--- config.mk ---
export PLATFORM = sky130hd
export DESIGN_NAME = mdu_hilo
export DESIGN_NICKNAME = d
export VERILOG_FILES = /design/src/rtl/mdu_hilo.sv
export SDC_FILE = /design/constraint.sdc
export NUM_CORES = 1
export LEC_CHECK = 0
export CORE_AREA = 3 3 174 345
export DETAILED_ROUTE_END_ITERATION = 8
export DIE_AREA = 0 0 177 348
export SLEW_MARGIN = 25
export SYNTH_ARGS = -nofsm -noshare
export SYNTH_HDL_FRONTEND = slang
export SYNTH_SLANG_ARGS = --single-unit
--- constraint.sdc ---
create_clock -name clk -period 9.6 [get_ports clk]
set_input_delay 0.96 -clock clk [delete_from_list [all_inputs] [get_ports clk]]
set_output_delay 0.96 -clock clk [all_outputs]
set_load 0.05 [all_outputs]
--- src/rtl/mdu_hilo.sv ---
// Iterative 32-bit multiply/divide unit with architectural HI/LO registers.
// Radix-2 shift-add multiply and restoring divide, 32 iterations, result written in FIX.
module mdu_hilo (
  input  logic        clk,
  input  logic        rst_n,
  input  logic        start,
  input  logic [1:0]  op,
  input  logic [31:0] operand_a,
  input  logic [31:0] operand_b,
  input  logic        mthi,
  input  logic        mtlo,
  input  logic [31:0] wr_data,
  input  logic        cancel,
  output logic [31:0] hi,
  output logic [31:0] lo,
  output logic        busy,
  output logic        done
);

  typedef enum logic [1:0] {S_IDLE, S_CALC, S_FIX} state_t;

  state_t      r_state;
  logic [1:0]  r_op;
  logic        r_sign_a;
  logic        r_sign_b;
  logic        r_div_zero;
  logic [4:0]  r_cnt;
  logic [31:0] r_opb;
  logic [31:0] r_a_raw;
  logic [63:0] r_acc;
  logic [31:0] r_hi;
  logic [31:0] r_lo;
  logic        r_done;

  logic        w_signed;
  logic [31:0] w_abs_a;
  logic [31:0] w_abs_b;
  logic [32:0] w_msum;
  logic [63:0] w_mul_next;
  logic [32:0] w_trial;
  logic        w_ge;
  logic [31:0] w_rem_sub;
  logic [63:0] w_div_next;
  logic [63:0] w_prod;
  logic [31:0] w_quot;
  logic [31:0] w_rem;
  logic [31:0] w_res_hi;
  logic [31:0] w_res_lo;

  // op[0] clear selects the signed variants; their operands iterate as magnitudes.
  assign w_signed = ~op[0];
  assign w_abs_a  = (w_signed & operand_a[31]) ? (32'd0 - operand_a) : operand_a;
  assign w_abs_b  = (w_signed & operand_b[31]) ? (32'd0 - operand_b) : operand_b;

  // Multiply: multiplier sits in acc[31:0] and shifts out as the product shifts in.
  assign w_msum     = {1'b0, r_acc[63:32]} + (r_acc[0] ? {1'b0, r_opb} : 33'd0);
  assign w_mul_next = {w_msum, r_acc[31:1]};

  // Divide: remainder in acc[63:32], dividend bits shift up from acc[31:0] while
  // quotient bits fill in from the bottom. The subtracted value always fits 32 bits.
  assign w_trial    = {r_acc[63:32], r_acc[31]};
  assign w_ge       = (w_trial >= {1'b0, r_opb});
  assign w_rem_sub  = w_trial[31:0] - r_opb;
  assign w_div_next = w_ge ? {w_rem_sub, r_acc[30:0], 1'b1}
                           : {w_trial[31:0], r_acc[30:0], 1'b0};

  assign w_prod = (r_sign_a ^ r_sign_b) ? (64'd0 - r_acc) : r_acc;
  assign w_quot = (r_sign_a ^ r_sign_b) ? (32'd0 - r_acc[31:0]) : r_acc[31:0];
  assign w_rem  = r_sign_a ? (32'd0 - r_acc[63:32]) : r_acc[63:32];

  always_comb begin
    w_res_hi = w_prod[63:32];
    w_res_lo = w_prod[31:0];
    if (r_op[1]) begin
      if (r_div_zero) begin
        w_res_hi = r_a_raw;
        w_res_lo = 32'hFFFF_FFFF;
      end else begin
        w_res_hi = w_rem;
        w_res_lo = w_quot;
      end
    end
  end

  always_ff @(posedge clk or negedge rst_n) begin
    if (!rst_n) begin
      r_state    <= S_IDLE;
      r_op       <= 2'd0;
      r_sign_a   <= 1'b0;
      r_sign_b   <= 1'b0;
      r_div_zero <= 1'b0;
      r_cnt      <= 5'd0;
      r_opb      <= 32'd0;
      r_a_raw    <= 32'd0;
      r_acc      <= 64'd0;
      r_hi       <= 32'd0;
      r_lo       <= 32'd0;
      r_done     <= 1'b0;
    end else begin
      r_done <= 1'b0;
      case (r_state)
        S_IDLE: begin
          if (start) begin
            r_state    <= S_CALC;
            r_op       <= op;
            r_sign_a   <= w_signed & operand_a[31];
            r_sign_b   <= w_signed & operand_b[31];
            r_div_zero <= op[1] & (operand_b == 32'd0);
            r_cnt      <= 5'd0;
            r_opb      <= w_abs_b;
            r_a_raw    <= operand_a;
            r_acc      <= {32'd0, w_abs_a};
          end else begin
            if (mthi) r_hi <= wr_data;
            if (mtlo) r_lo <= wr_data;
          end
        end
        S_CALC: begin
          if (cancel) begin
            r_state <= S_IDLE;
          end else begin
            r_acc <= r_op[1] ? w_div_next : w_mul_next;
            r_cnt <= r_cnt + 5'd1;
            if (r_cnt == 5'd31) r_state <= S_FIX;
          end
        end
        S_FIX: begin
          r_state <= S_IDLE;
          if (!cancel) begin
            r_hi   <= w_res_hi;
            r_lo   <= w_res_lo;
            r_done <= 1'b1;
          end
        end
        default: r_state <= S_IDLE;
      endcase
    end
  end

  assign hi   = r_hi;
  assign lo   = r_lo;
  assign busy = (r_state != S_IDLE);
  assign done = r_done;

endmodule

---- After elaboration in Yosys (flattened, before gate mapping) ----
Cells that the tools add are included.
word-level totals
  register bits after elaboration ......... 205
  bits of input ports ..................... 104
  logic and storage cells ................. 78
cells by class
  add/subtract/negate cells ............... 8
  magnitude comparators ................... 1
  eq/ne operators ......................... 10
  mux-type cells .......................... 32
  bitwise operators ....................... 5
  reductions and logical operators ........ 10
operator list
  operator                                           count
  two-way mux 32 bit                                 15
  two-way mux 64 bit                                 5
  case mux 32 bit (2 select lines)                   2
  case mux 64 bit (2 select lines)                   1
  subtractor 1 x 32 -> 32 bit, first input constant  4
  subtractor 1 x 64 -> 64 bit, first input constant  1
  adder 32 x 32 -> 33 bit                            1
  >= comparator 33 x 32 -> 1 bit                     1
  zero test 32 bit                                   1
  subtractor 32 bit                                  1
  != test 2 bit, second input constant               6
  two-way mux 5 bit                                  2
  case mux 5 bit (2 select lines)                    1
  AND reduction 4 bit                                2
  two-way mux 2 bit                                  3
  nonzero test 2 bit                                 3
  adder 5 x 1 -> 5 bit, second input constant        1
  == test 5 bit, second input constant               1
  case mux 2 bit (2 select lines)                    1
  AND reduction 2 bit                                2
  bitwise AND 1 bit                                  3
  != test 3 bit, second input constant               1
  AND reduction 3 bit                                1
  == test 2 x 1 -> 1 bit, second input constant      1
  5 further kinds                                    6

---- Depth between registers and ports, before layout ----
Gate-level depths: netlist (run 1).
  depth in word-level cells ............... 6
  gate-level depth with buffers ........... 13

---- Least setup slack after synthesis (run 1) ----
No wires, ideal clock.
  path type ............................... flip-flop to flip-flop
  from .................................... reg r_acc[0]
  to ...................................... reg r_acc[63]
  arrival ................................. 3.202 ns
  required time ........................... 9.478 ns
  path slack .............................. 6.276 ns
  cell stages (with the launch flop) ...... 13
  clock period less this slack ............ 3.324 ns
  cell sequence ........................... dfrtp_1 -> inv_1 -> clkbuf_1 -> nor2_1 -> ha_1 -> a2111oi_0 -> a21bo_2 -> nand3_1 -> a41oi_1 -> a21oi_1 -> a2111oi_0 -> o311ai_0 -> a32o_1
on the way
  word-level cells in the longest chain between the ends .. 5
RTL lines
  what                              line  text
  start, declared                   30    logic [63:0] r_acc;
  start signal, assigned            112   r_acc <= {32'd0, w_abs_a};
  start signal, assigned            122   r_acc <= r_op[1] ? w_div_next : w_mul_next;
  two-way mux 32 bit                56    assign w_msum = {1'b0, r_acc[63:32]} + (r_acc[0] ? {1'b0, r_opb} : 33'd0);
  adder 32 x 32 -> 33 bit           56
  two-way mux 64 bit                122
  two-way mux 64 bit                119   if (cancel) begin
  case mux 64 bit (2 select lines)  101   case (r_state)
Every way passes these cells. The select of a mux whose other input is x is not followed.
A chain may end at the register's enable or synchronous reset.

---- Worst setup path after layout (run 1) ----
  from .................................... reg r_acc[0]
  to ...................................... reg r_acc[56]
Same word-level chain as after synthesis.

==> impl_metrics.csv, run 1 <==
group,metric,value,unit
power_and_ir_drop,p_seq_frac,0.258,
timing,fin_ws,5635,ps
layout,num_antenna_cells,0,
synthesis,synth_common_cells,"344 x nand2_1, 246 x o21ai_0, 204 x dfrtp_1",
clocking,clockBufferDepth,3,
power_and_ir_drop,switchingPower,3.078,mW
clocking,hold_buffers,0,
clocking,cts_setup_buffers,0,
worst_setup_path,crit_start,"r_acc[0]$_DFFE_PN0P_",
synthesis,synth_top_family_by_area,"compound AO/OA/AOI/OAI gates",
die,dieWidth,177,µm
timing,finalCritPeriodShare,0.4131,
timing,fin_worst_skew,25.67,ps
synthesis,synth-simple-area-share,0.2039,
synthesis,synth_most_common_cell,"nand2_1",
timing,fmax,0.2522,GHz
synthesis,synth.net_count,2325,
synthesis,yosysTopAreaCell,"dfrtp_1",
synthesis,postSynthCellCount,2149,
worst_setup_path,crit_chain,"inv_1, buf_4, nor2_1, ha_1, nand2_1, nor2_1, a221o_1, a221o_1, o21ai_0, o221ai_1, a21oi_1, xnor2_1, a221o_1",
placement,place_ws,5519,ps
synthesis,synth.distinct_cells,77,
power_and_ir_drop,switching_share,0.5138,
worst_setup_path,crit_arrival,4370,ps
timing,setup_viol,0,
timing,slew_violations,0,
synthesis,seq_area_frac_synth,0.3079,
job,maxCapViolCount,0,
routing,remaining_drc_errors,0,
worst_setup_path,cp-endpoint,"r_acc[56]$_DFFE_PN0P_",
placement,port_buffers,169,
worst_setup_path,max_stage_delay,650,ps
worst_setup_path,cp_slowest_cell,"o21ai_0",
routing,post_drt_wl_per_cell,23.15,µm
synthesis,async_flop_share,1.000,
synthesis,yosys_warnings,0,
synthesis,synthAdderAreaFrac,0.05525,
die,rows,124,
timing,tightest_slew,968.1,ps
synthesis,synth_xor_area_frac,0.09669,
routing,num_vias,16360,
power_and_ir_drop,p_int,2.913,mW
synthesis,synth_ff_type,"dfrtp_1",
run_status,status,"complete, no violations",
power_and_ir_drop,p_leak,8.295,nW
timing,setup_tns,0,ps
global_routing,first_global_vias,16700,
worst_setup_path,path_max_fanout,31,
global_routing,grt-ovfl-total,0,
worst_setup_path,crit_top_cell,"a221o_1",
clocking,root_buffer,"clkbuf_16",
global_routing,antenna_found_initial,0,
routing,first_pass_iters,5,
worst_hold_path,min_path_type,"flop to flop",
timing,hold_viol,0,
layout,fill_cells,6040,
timing,grt_setup_unrepaired,"false",
layout,nNetsFinal,2398,
clocking,cts_sinks,204,
die,start_util,0.2880,
synthesis,synth-seq-cells,204,
die,ios,170,
worst_setup_path,required,10010,ps
routing,routed_wl,69280,µm
clocking,numCtsBuffers,22,
timing,layout_min_cycle_time,3965,ps
clocking,clock_latency,540,ps
routing,drtIter0Drc,1072,
synthesis,syn_avg_cell_area,7.714,µm²
placement,place_hpwl,54890,µm
global_routing,grt_pass1_wl,103600,µm
routing,ant_nets,0,
synthesis,synthTopCellsByArea,"dfrtp_1 31%, nand2_1 7.8%, o21ai_0 7.4%, ha_1 5.3%, xnor2_1 5.1%",
power_and_ir_drop,power_density,304.0,nW/µm²
routing,viasPerCell,5.465,
layout,drive_gt1_frac,0.04783,
synthesis,synth_area,16580,µm²
die,core,57560,µm²
worst_setup_path,reg2reg_depth,13,
power_and_ir_drop,fin_total_pwr,5.991,mW
die,die-area,61600,µm²
worst_setup_path,ff2ff_setup_slack,5630,ps
timing,slew_headroom,0.3546,
clocking,post_cts_resized,0,
synthesis,synth_compound_area_frac,0.2563,
worst_setup_path,rr_endpoint,"r_acc[56]$_DFFE_PN0P_",
worst_setup_path,timing.rr.start,"r_acc[0]$_DFFE_PN0P_",
clocking,clk_pin_slew,70,ps
worst_setup_path,critPathKind,"flop to flop",
worst_setup_path,cp-end-kind,"flop",
power_and_ir_drop,power.share.clock,0.156,
worst_setup_path,worst_setup_path_start_kind,"flop",
die,die_h,348,µm
synthesis,yosys.area.top_type_share,0.3079,
synthesis,synth.area.mux_share,0.03064,
global_routing,grt_max_degree,93,
clocking,cts_tree,"done",
power_and_ir_drop,vdd_drop_max,0.1396,mV
power_and_ir_drop,pwr-share-comb,0.586,
layout,syn2layout_area_growth,18.87,%
global_routing,track_usage,0.2197,
clocking,h-tree-depth,1,
placement,gp_congestion,0.9882,
synthesis,synth_edf_count,0,
cells by family (layout without fill, tap and decap cells):
logic type | count (synthesis) | in the layout
xor+xnor | 183 | 183
buf+inv | 213 | 301
compound gates | 686 | 686
simple gates | 741 | 741
mux | 50 | 50
flops | 204 | 204
fa+ha+maj | 72 | 72
how the worst min path moves through the flow:
stage / cells past startpoint / to / slack (ps) / from
2_1_floorplan: 2 / r_a_raw[14]$_DFFE_PN0P_ / 440 / r_a_raw[14]$_DFFE_PN0P_
3_3_place_gp: 2 / r_a_raw[22]$_DFFE_PN0P_ / 460 / r_a_raw[22]$_DFFE_PN0P_
3_5_place_dp: 2 / r_a_raw[18]$_DFFE_PN0P_ / 470 / r_a_raw[18]$_DFFE_PN0P_
4_1_cts: 2 / r_a_raw[18]$_DFFE_PN0P_ / 480 / r_a_raw[18]$_DFFE_PN0P_
5_1_grt: 2 / lo[19]$_DFFE_PN0P_ / 500 / lo[19]$_DFFE_PN0P_
6_report: 2 / lo[19]$_DFFE_PN0P_ / 480 / lo[19]$_DFFE_PN0P_
cell usage in the layout, fill, tap and decap left out, types with 18 or more instances in the layout:
cell,instances
a21oi_1,144
nor3_1,36
xor2_1,86
inv_1,68
mux2i_1,44
a211oi_1,21
clkbuf_16,23
xnor2_1,96
nand2_1,342
ha_1,70
o22ai_1,43
o41ai_1,18
nor2_1,165
o31ai_1,25
clkdlybuf4s50_1,168
a21o_1,36
nor4_1,20
o211ai_1,18
nand3_1,29
o21ai_0,246
dfrtp_1,203
buf_4,22
cell type report:
cell class              count  area [µm²]  area share
multi-input cells        1732       10730      0.5444
flip-flops and latches    204        5109      0.2593
repair buffers            192        1888     0.09582
well taps                 756       945.9     0.04800
clock buffers              26       606.8     0.03080
inverters                  70       262.8     0.01333
clock inverters            13       165.2    0.008381
critical path, delay by kind of cell (launching register included):
kind                       cells  cell delay [ps]
and+or+nand+nor                3              350
adders and majority gates      1              380
xor gates and xnor gates       1               80
buffers and inverters          2              400
DFF                            1              380
AOI/OAI and AO/OA              6             2240
through the flow:
stage               std cells    util  hold slack, ps  area, µm²
global placement         2953  0.3283           459.1      18900
CTS                      2993  0.3423           483.0      19700
detailed placement       2954  0.3288           466.9      18930
floorplan                2149       -           440.4      16580
finish                   2993  0.3423           478.2      19710
global route             2993  0.3423           496.5      19710
per-layer routing:
metal	GRT usage	vias to the layer above	routed length [µm]
li1	-	7828	-
met1	0.2190	7745	23940
met3	0.02068	208	2893
met5	0	-	0
met2	0.4024	576	35330
met4	0.1859	0	7114
power by group through the flow:
stage,Clock (mW),Sequential [mW],Combinational (mW)
2_1_floorplan,0,1.52,2.31
3_3_place_gp,0,1.54,3.44
3_5_place_dp,0,1.55,3.47
4_1_cts,0.955,1.54,3.48
5_1_grt,0.986,1.58,3.81
6_report,0.936,1.54,3.51
state kept, by name (all words and copies together) (netlist names):
signal	cells
r_opb	32
r_cnt	5
hi	32
r_a_raw	32
r_state	2
r_div_zero	1
r_sign_b	1
lo	32
r_acc	64
done	1
r_op	1
r_sign_a	1
No activity file was read; power rests on OpenSTA's default activity.
==> run 2: changes to the inputs <==
==> constraint.sdc (replaced) <==
create_clock -name clk -period 3.9 [get_ports clk]
set_input_delay 0.39 -clock clk [delete_from_list [all_inputs] [get_ports clk]]
set_output_delay 0.39 -clock clk [all_outputs]
set_load 0.05 [all_outputs]
==> run 2 against run 1 <==
Largest cell class unchanged. Largest power group unchanged. Die area unchanged. Non-clock buffer count is 112 higher. Register-to-register slack worse by 5400 ps. Wire length is 6.5% higher. Cell count grew 3.8%. Core utilization up 1.5 points. Design area rose by 4.4%. Global-route usage rose by 1.3 points. Critical path type unchanged. Critical path depth is 5 lower. Count of clock-buffer cells in the layout is 5 higher. Clock skew rose by 7.1 ps. Via count rose by 5.1%.
==> impl_metrics.csv, run 2 (synthesis gave the netlist of run 1 again) <==
group,metric,value,unit
routing,first_pass_iters,5,
worst_setup_path,critPathKind,"flop to flop",
clocking,cts_tree,"done",
run_status,status,"complete, no violations",
timing,setup_tns,0,ps
routing,viasPerCell,5.531,
die,core,57560,µm²
power_and_ir_drop,p_int,7.859,mW
clocking,clk_pin_slew,70,ps
worst_setup_path,reg2reg_depth,8,
power_and_ir_drop,pwr-share-comb,0.628,
layout,final_cell_mix,"343 x nand2_1, 246 x o21ai_0, 203 x dfrtp_1",
worst_setup_path,crit_start,"r_acc[6]$_DFFE_PN0P_",
global_routing,antenna_found_initial,2,
worst_setup_path,cp-endpoint,"hi[21]$_DFFE_PN0P_",
power_and_ir_drop,power.share.clock,0.154,
placement,port_buffers,169,
timing,fin_worst_skew,32.82,ps
timing,slew_headroom,0.4058,
worst_setup_path,rr_endpoint,"hi[21]$_DFFE_PN0P_",
clocking,cts_sinks,204,
layout,fin_cells,3108,
power_and_ir_drop,switching_share,0.5012,
clocking,numCtsBuffers,23,
die,die_h,348,µm
placement,gp_congestion,0.9738,
layout,largest_reg_flops,64,
die,die-area,61600,µm²
clocking,cts_setup_buffers,0,
timing,hold_viol,0,
clocking,clockBufferDepth,3,
routing,drtIter0Drc,1051,
placement,placed_cells,3065,
layout,final_common_cell,"nand2_1",
power_and_ir_drop,switchingPower,7.897,mW
clocking,root_buffer,"clkbuf_16",
timing,layout_min_cycle_time,3659,ps
layout,nNetsFinal,2512,
die,rows,124,
layout,syn2layout_area_growth,24.15,%
global_routing,track_usage,0.2325,
routing,remaining_drc_errors,0,
die,ios,170,
routing,post_drt_wl_per_cell,23.73,µm
worst_setup_path,timing.rr.start,"r_acc[6]$_DFFE_PN0P_",
worst_setup_path,path_max_fanout,9,
power_and_ir_drop,vdd_drop_max,0.3293,mV
clocking,h-tree-depth,1,
layout,drive_gt1_frac,0.09017,
timing,finalCritPeriodShare,0.9382,
layout,final_core_util,0.3576,
job,maxCapViolCount,0,
die,start_util,0.2880,
worst_setup_path,required,4380,ps
global_routing,grt_max_degree,111,
routing,routed_wl,73760,µm
timing,fmax,0.2733,GHz
power_and_ir_drop,power_density,765.5,nW/µm²
layout,largest_register,"r_acc",
global_routing,grt_pass1_wl,109000,µm
worst_hold_path,min_path_type,"primary input to asynchronous set/reset pin",
timing,grt_setup_unrepaired,"false",
routing,num_vias,17190,
worst_setup_path,ff2ff_setup_slack,240,ps
die,dieWidth,177,µm
worst_setup_path,cp-end-kind,"flop",
power_and_ir_drop,p_seq_frac,0.219,
worst_setup_path,crit_arrival,4140,ps
power_and_ir_drop,p_leak,8.862,nW
timing,setup_viol,0,
timing,slew_violations,0,
worst_setup_path,worst_setup_path_start_kind,"flop",
clocking,clock_latency,560,ps
global_routing,first_global_vias,17290,
routing,ant_nets,0,
timing,tightest_slew,888.1,ps
global_routing,grt-ovfl-total,0,
placement,place_hpwl,58920,µm
-- run 2: layout make-up --
cell class                      count  area [µm²]
Multi-Input combinational cell   1733       10730
Clock inverter                      9       176.4
Fill cell                        6069       36980
Inverter                           70       262.8
Timing Repair Buffer              304        2736
Clock buffer                       31       615.6
Antenna cell                        1       2.502
Tap cell                          756       945.9
Sequential cell                   204        5109
-- run 2: worst min path at each step --
stage / from / end / slack, ps / cells after the start
5_1_grt: rst_n / r_opb[2]$_DFFE_PN0P_ / 370 / 2
2_1_floorplan: rst_n / done$_DFF_PN0_ / 90 / 0
3_3_place_gp: rst_n / r_opb[3]$_DFFE_PN0P_ / 320 / 1
6_report: rst_n / r_opb[1]$_DFFE_PN0P_ / 330 / 2
4_1_cts: rst_n / r_opb[3]$_DFFE_PN0P_ / 330 / 2
3_5_place_dp: rst_n / r_opb[3]$_DFFE_PN0P_ / 330 / 1
-- run 2: critical path, stage by stage, from the launching register on --
cell and delay, ps:
dfrtp_1 380, or4_4 600, nor4_2 660, nand2_1 150, or3_1 640, or3_4 530, o21ai_1 160, mux2_1 340
o21ai_1 130
-- run 2: power by group through the flow --
stage / Combinational, mW / Sequential, mW / Clock (mW)
floorplan: 5.68 / 3.74 / 0
CTS: 9.79 / 3.42 / 2.46
finish: 9.89 / 3.44 / 2.42
global route: 10.7 / 3.51 / 2.53
global placement: 9.70 / 3.44 / 0
detailed placement: 9.76 / 3.45 / 0
-- run 2: metal layers --
metal | global-route usage | share of wire
met5 | 0 | 0
met4 | 0.1902 | 0.099
met3 | 0.02319 | 0.043
met2 | 0.4323 | 0.52
met1 | 0.2283 | 0.34
-- run 2: what timing repair did --
item                                    in CTS  in global routing
endpoints found under the hold margin       32                  0
endpoints found under the setup margin       0                  2
hold buffers                                 1                  0
resized for setup                            0                  1
-- run 2: through the flow --
stage | power, mW | hold WS (ps) | setup WS, ps | instance area [µm²]
floorplan | 9.423 | 94.41 | 576.1 | 16580
global route | 16.72 | 366.7 | 79.80 | 20580
global placement | 13.13 | 321.9 | 272.7 | 19760
detailed placement | 13.22 | 325.6 | 225.4 | 19760
finish | 15.76 | 326.1 | 240.9 | 20580
CTS | 15.67 | 328.6 | 208.3 | 20570
==> run 3: changes to the inputs <==
--- a/config.mk
+++ b/config.mk
@@ -5,9 +5,10 @@
 export SDC_FILE = /design/constraint.sdc
 export NUM_CORES = 1
 export LEC_CHECK = 0
-export CORE_AREA = 3 3 174 345
+export CORE_AREA = 3 3 132 261
 export DETAILED_ROUTE_END_ITERATION = 8
-export DIE_AREA = 0 0 177 348
+export DIE_AREA = 0 0 135 264
+export PLACE_DENSITY = 0.72
 export SLEW_MARGIN = 25
 export SYNTH_ARGS = -nofsm -noshare
 export SYNTH_HDL_FRONTEND = slang
==> run 3 against run 2 <==
The run now ends with hold timing left. Core utilization is 26 points higher. Design area decreased by 2.8%. Global-route usage up 15 points. Sequential cell count is the same. Maximum frequency shrank 4.2%. Sequential share of layout area grew 0.71 points. Combinational power shrank 1%. Cell count down 11%. First-iteration DRC count increased by 15%. Non-clock buffer count down 21. Largest power group unchanged.
==> impl_metrics.csv, run 3 (synthesis gave the netlist of run 1 again) <==
group,metric,value,unit
layout,drive_gt1_frac,0.08416,
clocking,clk_pin_slew,70,ps
worst_hold_path,min_path_type,"primary input to asynchronous set/reset pin",
die,die-area,35640,µm²
worst_setup_path,path_max_fanout,6,
clocking,root_buffer,"clkbuf_16",
routing,post_drt_wl_per_cell,24.88,µm
die,dieWidth,135,µm
placement,placed_area,19220,µm²
clocking,hold_buffers,0,
die,die_h,264,µm
placement,port_buffers,169,
clocking,cts_sinks,204,
worst_setup_path,cp-end-kind,"flop",
die,start_util,0.5106,
global_routing,grt_max_degree,105,
worst_setup_path,worst_setup_path_start_kind,"flop",
timing,slew_headroom,0.3799,
worst_setup_path,crit_arrival,4240,ps
layout,final_core_util,0.6163,
die,core,32460,µm²
timing,hold_viol,12,
worst_setup_path,critPathKind,"flop to flop",
placement,place_hpwl,53680,µm
placement,gp_congestion,1.068,
routing,viasPerCell,6.218,
power_and_ir_drop,vdd_drop_max,0.5644,mV
job,maxCapViolCount,0,
timing,setup_viol,0,
layout,num_antenna_cells,0,
timing,slew_violations,0,
run_status,status,"complete, but fails checks",
timing,fin_worst_skew,16.60,ps
worst_setup_path,crit_top_cell,"nand2_1",
routing,ant_nets,0,
layout,fill_cells,2933,
timing,tightest_slew,930.2,ps
global_routing,grt-ovfl-total,0,
clocking,h-tree-depth,1,
routing,routed_wl,68570,µm
timing,finalCritPeriodShare,0.9795,
placement,place_ws,159.5,ps
worst_setup_path,cp_slowest_cell,"or3_1",
layout,final_common_cell,"nand2_1",
routing,num_vias,17140,
timing,setup_tns,0,ps
layout,largest_reg_flops,64,
layout,syn2layout_area_growth,20.69,%
die,rows,93,
timing,fin_ws,80.14,ps
timing,fmax,0.2618,GHz
layout,nNetsFinal,2489,
global_routing,first_global_vias,17320,
routing,drtIter0Drc,1212,
clocking,post_cts_resized,0,
clocking,cts_setup_buffers,0,
die,ios,170,
layout,final_cell_mix,"343 x nand2_1, 245 x o21ai_0, 203 x dfrtp_1",
clocking,clock_latency,540,ps
layout,final_cell_area,20010,µm²
power_and_ir_drop,fin_total_pwr,15.52,mW
worst_setup_path,crit_chain,"or4_4, nor4_2, nand2_1, or3_1, or3_4, nand2_1, xnor2_1, o21ai_1, buf_4, o22ai_1",
global_routing,antenna_found_initial,0,
timing,holdWs,-25.91,ps
clocking,clockBufferDepth,3,
layout,fin_cells,2756,
global_routing,grt_pass1_wl,102600,µm
placement,placed_cells,2716,
global_routing,track_usage,0.3780,
power_and_ir_drop,power_density,775.8,nW/µm²
clocking,cts_tree,"done",
clocking,numCtsBuffers,22,
run_status,failed_checks,"hold timing",
power_and_ir_drop,p_leak,8.772,nW
worst_setup_path,max_stage_delay,650,ps
worst_setup_path,required,4320,ps
routing,remaining_drc_errors,0,
timing,layout_min_cycle_time,3820,ps
routing,first_pass_iters,6,
timing,grt_setup_unrepaired,"false",
layout,largest_register,"r_acc",
-- run 3: changes by cell type in the layout (fill, tap and decap cells not counted), sizes merged --
cell,before,now
clkinv,4,8
dlygate4sd3,1,0
inv,69,73
clkbuf,32,26
bufinv,5,3
buf,134,114
diode,1,0
a21oi,146,145
-- run 3: layout make-up --
| cell class | instances | area [µm²] | share of cell area |
|---|---|---|---|
| Clock buffer | 25 | 603.1 | 0.03014 |
| Clock inverter | 15 | 178.9 | 0.008943 |
| Tap cell | 427 | 534.3 | 0.02670 |
| Multi-Input combinational cell | 1732 | 10720 | 0.5357 |
| Inverter | 70 | 262.8 | 0.01313 |
| Sequential cell | 204 | 5109 | 0.2553 |
| Timing Repair Buffer | 283 | 2601 | 0.1300 |
-- run 3: worst paths after layout --
path	startpoint	endpoint	slack, ps	depth (start not counted)
setup / recovery	r_acc[5]$_DFFE_PN0P_	hi[13]$_DFFE_PN0P_	80	10
min in group clk	r_a_raw[18]$_DFFE_PN0P_	r_a_raw[18]$_DFFE_PN0P_	470	2
max in group asynchronous	rst_n	lo[25]$_DFFE_PN0P_	2920	2
hold reg to reg	r_a_raw[18]$_DFFE_PN0P_	r_a_raw[18]$_DFFE_PN0P_	470	2
hold / removal	rst_n	r_acc[9]$_DFFE_PN0P_	-30	1
setup reg to reg	r_acc[5]$_DFFE_PN0P_	hi[13]$_DFFE_PN0P_	80	10
-- run 3: per-layer routing --
metal,GRT usage,vias up,share of wire
met5,0,-,0
met4,0.3570,0,0.12
met3,0.06021,327,0.055
met2,0.6738,755,0.51
met1,0.3569,8057,0.32
li1,-,7999,-
-- run 3: power by group --
part / internal, mW / total (mW) / switching [mW]
clock: 1.33 / 2.34 / 1.01
combinational: 3.61 / 9.79 / 6.18
sequential: 2.69 / 3.40 / 0.707
-- run 3: worst max-delay path, delay by kind of cell, from the launching register on --
| family | cells | cell delay [ps] |
|---|---|---|
| AO/OA/AOI/OAI | 2 | 450 |
| AND/OR/NAND/NOR | 6 | 2480 |
| XOR/XNOR | 1 | 70 |
| buffers and inverters | 1 | 190 |
| flip-flops | 1 | 500 |
